**src/rtl/hazard_pipe_ctrl.sv**
```systemverilog
// Hazard and pipeline control: tracks writeback tags through ID/EX, EX/MEM and MEM/WB,
// detects load-use and busy mult/div hazards, and drives PC / IF/ID stall and flush controls.
module hazard_pipe_ctrl #(
    parameter int unsigned MULDIV_CYCLES = 4
) (
    input  logic       clk,
    input  logic       rst,
    input  logic       id_valid,
    input  logic [4:0] id_rs,
    input  logic [4:0] id_rt,
    input  logic [4:0] id_rd,
    input  logic       id_uses_rs,
    input  logic       id_uses_rt,
    input  logic       id_we,
    input  logic       id_mem_read,
    input  logic       id_muldiv,
    input  logic       branch_taken,
    output logic       pc_we,
    output logic       ifid_we,
    output logic       ifid_flush,
    output logic [4:0] IDEX_Rs,
    output logic [4:0] IDEX_Rt,
    output logic [4:0] IDEX_Rd,
    output logic       IDEX_we,
    output logic [4:0] EXMEM_Rd,
    output logic       EXMEM_we,
    output logic [4:0] MEMWB_Rd,
    output logic       MEMWB_we,
    output logic       muldiv_busy,
    output logic       muldiv_done
);

    localparam logic [3:0] MD_LOAD = 4'(MULDIV_CYCLES);

    logic [4:0] idex_rs_q, idex_rs_d;
    logic [4:0] idex_rt_q, idex_rt_d;
    logic [4:0] idex_rd_q, idex_rd_d;
    logic       idex_we_q, idex_we_d;
    logic       idex_ld_q, idex_ld_d;
    logic [4:0] exmem_rd_q;
    logic       exmem_we_q;
    logic [4:0] memwb_rd_q;
    logic       memwb_we_q;
    logic [3:0] cnt_q, cnt_d;
    logic       done_q, done_d;

    logic lu, md, stall, issue;

    always_comb begin
        lu = id_valid & idex_we_q & idex_ld_q & (idex_rd_q != 5'd0) &
             ((id_uses_rs & (id_rs == idex_rd_q)) | (id_uses_rt & (id_rt == idex_rd_q)));
        md    = id_valid & id_muldiv & (cnt_q != 4'd0);
        stall = lu | md;
        issue = id_valid & ~stall;

        idex_rs_d = '0;
        idex_rt_d = '0;
        idex_rd_d = '0;
        idex_we_d = 1'b0;
        idex_ld_d = 1'b0;
        if (issue) begin
            idex_rs_d = id_rs;
            idex_rt_d = id_rt;
            idex_rd_d = id_rd;
            idex_we_d = id_we;
            idex_ld_d = id_mem_read;
        end

        // md keeps a new mult/div out of ID/EX while counting, so a reload never interrupts one
        cnt_d = cnt_q;
        if (issue && id_muldiv) begin
            cnt_d = MD_LOAD;
        end else if (cnt_q != 4'd0) begin
            cnt_d = cnt_q - 4'd1;
        end
        done_d = (cnt_q == 4'd1);
    end

    always_ff @(posedge clk) begin
        if (rst) begin
            idex_rs_q  <= '0;
            idex_rt_q  <= '0;
            idex_rd_q  <= '0;
            idex_we_q  <= 1'b0;
            idex_ld_q  <= 1'b0;
            exmem_rd_q <= '0;
            exmem_we_q <= 1'b0;
            memwb_rd_q <= '0;
            memwb_we_q <= 1'b0;
            cnt_q      <= '0;
            done_q     <= 1'b0;
        end else begin
            idex_rs_q  <= idex_rs_d;
            idex_rt_q  <= idex_rt_d;
            idex_rd_q  <= idex_rd_d;
            idex_we_q  <= idex_we_d;
            idex_ld_q  <= idex_ld_d;
            exmem_rd_q <= idex_rd_q;
            exmem_we_q <= idex_we_q;
            memwb_rd_q <= exmem_rd_q;
            memwb_we_q <= exmem_we_q;
            cnt_q      <= cnt_d;
            done_q     <= done_d;
        end
    end

    // Held low during reset even though the registers only clear on the edge
    assign pc_we       = ~rst & ~stall;
    assign ifid_we     = ~rst & ~stall;
    assign ifid_flush  = ~rst & branch_taken & ~stall;
    assign muldiv_done = ~rst & done_q;
    assign muldiv_busy = (cnt_q != 4'd0);

    assign IDEX_Rs  = idex_rs_q;
    assign IDEX_Rt  = idex_rt_q;
    assign IDEX_Rd  = idex_rd_q;
    assign IDEX_we  = idex_we_q;
    assign EXMEM_Rd = exmem_rd_q;
    assign EXMEM_we = exmem_we_q;
    assign MEMWB_Rd = memwb_rd_q;
    assign MEMWB_we = memwb_we_q;

endmodule

```
**config.mk**
```make
export PLATFORM = sky130hd
export DESIGN_NAME = hazard_pipe_ctrl
export DESIGN_NICKNAME = d
export VERILOG_FILES = /design/src/rtl/hazard_pipe_ctrl.sv
export SDC_FILE = /design/constraint.sdc
export NUM_CORES = 1
export LEC_CHECK = 0
export BUFFER_PORTS_ARGS = -buffer_cell sky130_fd_sc_hd__buf_2
export CORE_UTILIZATION = 45
export CTS_CLUSTER_SIZE = 10
export DETAILED_ROUTE_END_ITERATION = 12
export GPL_TIMING_DRIVEN = 0
export PLACE_DENSITY = 0.77
export SLEW_MARGIN = 5
export SYNTH_ARGS = -nofsm -noshare
export SYNTH_HDL_FRONTEND = slang
export SYNTH_SLANG_ARGS = --single-unit
```
**constraint.sdc**
```tcl
create_clock -name clk -period 3.61 [get_ports clk]
set_input_delay 1.083 -clock clk [delete_from_list [all_inputs] [get_ports clk]]
set_output_delay 1.083 -clock clk [all_outputs]
set_load 0.1 [all_outputs]
```
==> impl_metrics.env <==
export IMPL_finalCritPeriodShare=0.976
export IMPL_cts_tree="done"
export IMPL_dr_pass1_iters=3
export IMPL_antenna_left=0
export IMPL_global_route_usage_total=0.202
export IMPL_dpl_cell_count=202
export IMPL_cp_cell_sequence="buf_2 -> xnor2_4 -> nand4_2 -> o22ai_4 -> and2_4 -> nor3_4 -> buf_12 -> clkbuf_4"
export IMPL_synthCells=116
export IMPL_worst_path_max_delay_cell="sky130_fd_sc_hd__clkbuf_4"
export IMPL_ctsRootBufferMaster="sky130_fd_sc_hd__clkbuf_4"
export IMPL_power_frac_comb=0.422
export IMPL_hold_viol_final=0
export IMPL_timing_critical_path_to_type="primary output"
export IMPL_achievable_frequency_mhz=284
export IMPL_post_drt_wl_per_cell_um=12.1
export IMPL_critical_path_buf_inv_count=3
export IMPL_cts_setup_buffers=0
export IMPL_grt_antenna_before_repair=0
export IMPL_maxCapViolations=0
export IMPL_clock_skew_final_ns=0.0104
export IMPL_setup_violations=0
export IMPL_clock_power_share=0.169
export IMPL_numPortBuffers=56
export IMPL_worst_path_dominant_cell_family="buffers and inverters"
export IMPL_internal_power_mw=0.607
export IMPL_final_layout_size_suffix_gt1_frac=0.458
export IMPL_netlist_cell_type_count=25
export IMPL_synth_seq_cells=34
export IMPL_path_max_fanout=4
export IMPL_grt_ovfl_total=0
export IMPL_nets=205
export IMPL_cts_buffers_inserted=5
export IMPL_startpoint_type="input pin"
export IMPL_route_detailed_drc=0
export IMPL_placeableCoreArea_um2=2570
export IMPL_p_leak_nw=0.829
export IMPL_critPathRequiredTime_ns=2.53
export IMPL_pin_count_of_the_biggest_net_entering_global_routing=11
export IMPL_gpl_final_weighted_congestion=0.800
export IMPL_post_synth_cell_area_avg_um2=10.8
export IMPL_cts_resized_gates=0
export IMPL_via_count_of_the_first_global_routing_pass=966
export IMPL_area_growth_synth_to_final_pct=42.0
export IMPL_final_cell_area_um2=1780
export IMPL_ir_drop_uv=509
export IMPL_vias=987
export IMPL_initial_utilization=0.489
export IMPL_die_height_um=54.8
export IMPL_placement_rows=18
export IMPL_i_o_pins=57
export IMPL_seqPwrFrac=0.408
export IMPL_viasPerCell=4.72
export IMPL_ctsHtreeMaxLevel=2
export IMPL_max_stage_delay_ns=0.26
export IMPL_synthDominantCellAreaShare=0.542
export IMPL_synthesis_area_um2=1260
export IMPL_clock_tree_buffer_depth=2
export IMPL_cts_num_sinks=34
export IMPL_min_period_ns=3.52
export IMPL_initialDrtViolationCount=2
export IMPL_max_slew_margin_rel=0.620
export IMPL_worst_endpoint_arrival_ns=2.44
export IMPL_finalMaxSlewViolations=0
export IMPL_grt_first_pass_wirelength_um=4100
export IMPL_hpwlAfterDp_um=2050
export IMPL_synth_nets=142
export IMPL_clock_insertion_delay_worst_skew_ns=0.32
export IMPL_synth_seq_area_share=0.542
export IMPL_result_of_the_run="finished clean"
export IMPL_chip_width_um=54.8
export IMPL_power_switching_share=0.442
export IMPL_cts_hold_buffers_added=0
export IMPL_tightest_slew_ns=0.568
export IMPL_floorplan_die_area_um2=3010
export IMPL_switchingPower_mw=0.481
export IMPL_fin_cells=209
export IMPL_clkTransAtPathRegs_ns=0.09
export IMPL_timing_worst_setup_path_type="input pin to primary output"
export IMPL_pwr_density_cell_nw_per_um2=610
export IMPL_grt_setup_unrepaired="false"
export IMPL_hp_class="flip-flop to flip-flop"
export IMPL_num_antenna_cells=0
export IMPL_drt_total_wl_um=2540
export IMPL_synth_warning_count=0
export IMPL_postPlaceCellArea_um2=1740
export IMPL_yosys_top_cells_area="sky130_fd_sc_hd__dfxtp_1 54%, sky130_fd_sc_hd__and2_1 9.5%, sky130_fd_sc_hd__xnor2_1 7.0%"
export IMPL_synth_largest_area_cell="sky130_fd_sc_hd__dfxtp_1"
[path summary, 6_finish.rpt]
check / to / slack (ns) / startpoint / depth (start not counted)
max: pc_we / 0.09 / id_rs[1] / 8
min: MEMWB_Rd[1]$_SDFF_PP0_ / 0.47 / EXMEM_Rd[1]$_SDFF_PP0_ / 1
max reg2reg: IDEX_Rt[2]$_SDFF_PP0_ / 1.64 / cnt_q[0]$_SDFFE_PP0P_ / 7
min reg2reg: MEMWB_Rd[1]$_SDFF_PP0_ / 0.47 / EXMEM_Rd[1]$_SDFF_PP0_ / 1
[layout by cell type (no fill, tap or decap), types with 2 or more instances in the layout]
master                     Yosys  final
sky130_fd_sc_hd__xnor2_4       0      6
sky130_fd_sc_hd__ha_1          2      2
sky130_fd_sc_hd__inv_1         4      4
sky130_fd_sc_hd__nand3_1       2      2
sky130_fd_sc_hd__nor2b_1      13     12
sky130_fd_sc_hd__nand4_2       2      2
sky130_fd_sc_hd__and2_1       19     18
sky130_fd_sc_hd__nor3_1        3      2
sky130_fd_sc_hd__buf_2         0     55
sky130_fd_sc_hd__clkbuf_1      2      4
sky130_fd_sc_hd__dfxtp_2       0      5
sky130_fd_sc_hd__dfxtp_1      34     29
sky130_fd_sc_hd__nand2_1       4      4
sky130_fd_sc_hd__clkbuf_4      0      6
sky130_fd_sc_hd__a21oi_1       2      2
sky130_fd_sc_hd__nor2_1        6      6
sky130_fd_sc_hd__xnor2_1      10      4
[power groups by stage]
stage	registers, mW	logic, mW	clock network, mW
finish	0.444	0.460	0.184
global route	0.450	0.489	0.209
CTS	0.445	0.461	0.194
detailed placement	0.453	0.460	0
global placement	0.451	0.449	0
floorplan	0.562	0.274	0
[through the flow]
| stage | TNS, ns | util | worst slack (ns) | power [mW] | hold slack [ns] |
|---|---|---|---|---|---|
| after floorplan | -0.311 | - | -0.178 | 0.836 | 0.462 |
| after global placement | 0 | 0.676 | 0.0461 | 0.900 | 0.445 |
| after detailed placement | 0 | 0.676 | 0.0204 | 0.913 | 0.459 |
| after CTS | 0 | 0.694 | 0.0135 | 1.10 | 0.473 |
| after global routing | 0 | 0.695 | 0.0209 | 1.15 | 0.489 |
| final | 0 | 0.695 | 0.0862 | 1.09 | 0.469 |
[synthesized netlist by cell type]
| cell type | instances |
|---|---|
| sky130_fd_sc_hd__buf_4 | 1 |
| sky130_fd_sc_hd__nand4_2 | 2 |
| sky130_fd_sc_hd__mux2i_1 | 1 |
| sky130_fd_sc_hd__a211oi_1 | 1 |
| sky130_fd_sc_hd__o311ai_1 | 1 |
| sky130_fd_sc_hd__nand4_1 | 1 |
| sky130_fd_sc_hd__inv_1 | 4 |
| sky130_fd_sc_hd__nor2b_1 | 13 |
| sky130_fd_sc_hd__ha_1 | 2 |
| sky130_fd_sc_hd__nor2_1 | 6 |
| sky130_fd_sc_hd__or3_1 | 1 |
| sky130_fd_sc_hd__nand3_1 | 2 |
| sky130_fd_sc_hd__nor4b_1 | 2 |
| sky130_fd_sc_hd__o21ba_1 | 1 |
| sky130_fd_sc_hd__clkbuf_1 | 2 |
| sky130_fd_sc_hd__a21oi_1 | 2 |
| sky130_fd_sc_hd__dfxtp_1 | 34 |
| sky130_fd_sc_hd__buf_6 | 1 |
| sky130_fd_sc_hd__a2111oi_1 | 1 |
| sky130_fd_sc_hd__nor3_1 | 3 |
| sky130_fd_sc_hd__o22ai_4 | 1 |
| sky130_fd_sc_hd__xnor2_1 | 10 |
| sky130_fd_sc_hd__nand2_1 | 4 |
| sky130_fd_sc_hd__a2111oi_4 | 1 |
| sky130_fd_sc_hd__and2_1 | 19 |
[registers in the layout, indices dropped and copies added (netlist names)]
| signal | flops |
|---|---|
| EXMEM_Rd | 5 |
| EXMEM_we | 1 |
| IDEX_Rd | 5 |
| IDEX_Rs | 5 |
| IDEX_Rt | 5 |
| IDEX_we | 1 |
| MEMWB_Rd | 5 |
| MEMWB_we | 1 |
| cnt_q | 4 |
| done_q | 1 |
| idex_ld_q | 1 |
[kinds of logic after synthesis]
kind of cell,Yosys count,share of synthesized area
adders and majority gates,2,0.0199
buffers and inverters,8,0.0329
xor gates and xnor gates,10,0.0697
and+or+nand+nor,53,0.253
AOI/OAI and AO/OA,8,0.0747
DFF,34,0.542
muxes,1,0.00797
[routing by layer]
metal / share of wire / GRT usage / vias up
met5: 0 / 0 / -
met4: 0.021 / 0.0983 / 0
met3: 0.059 / 0.0611 / 9
met2: 0.51 / 0.341 / 39
met1: 0.41 / 0.228 / 432
li1: - / - / 507
[area by class of cell]
cell class	count	area, um2
plain buffers	4	38.8
clock buffers	7	45.0
fillers	225	783
inverters	4	15.0
multi-input cells	74	678
flip-flops and latches	34	687
well taps	30	37.5
repair buffers	56	283
No activity file was read; power rests on OpenSTA's default activity.
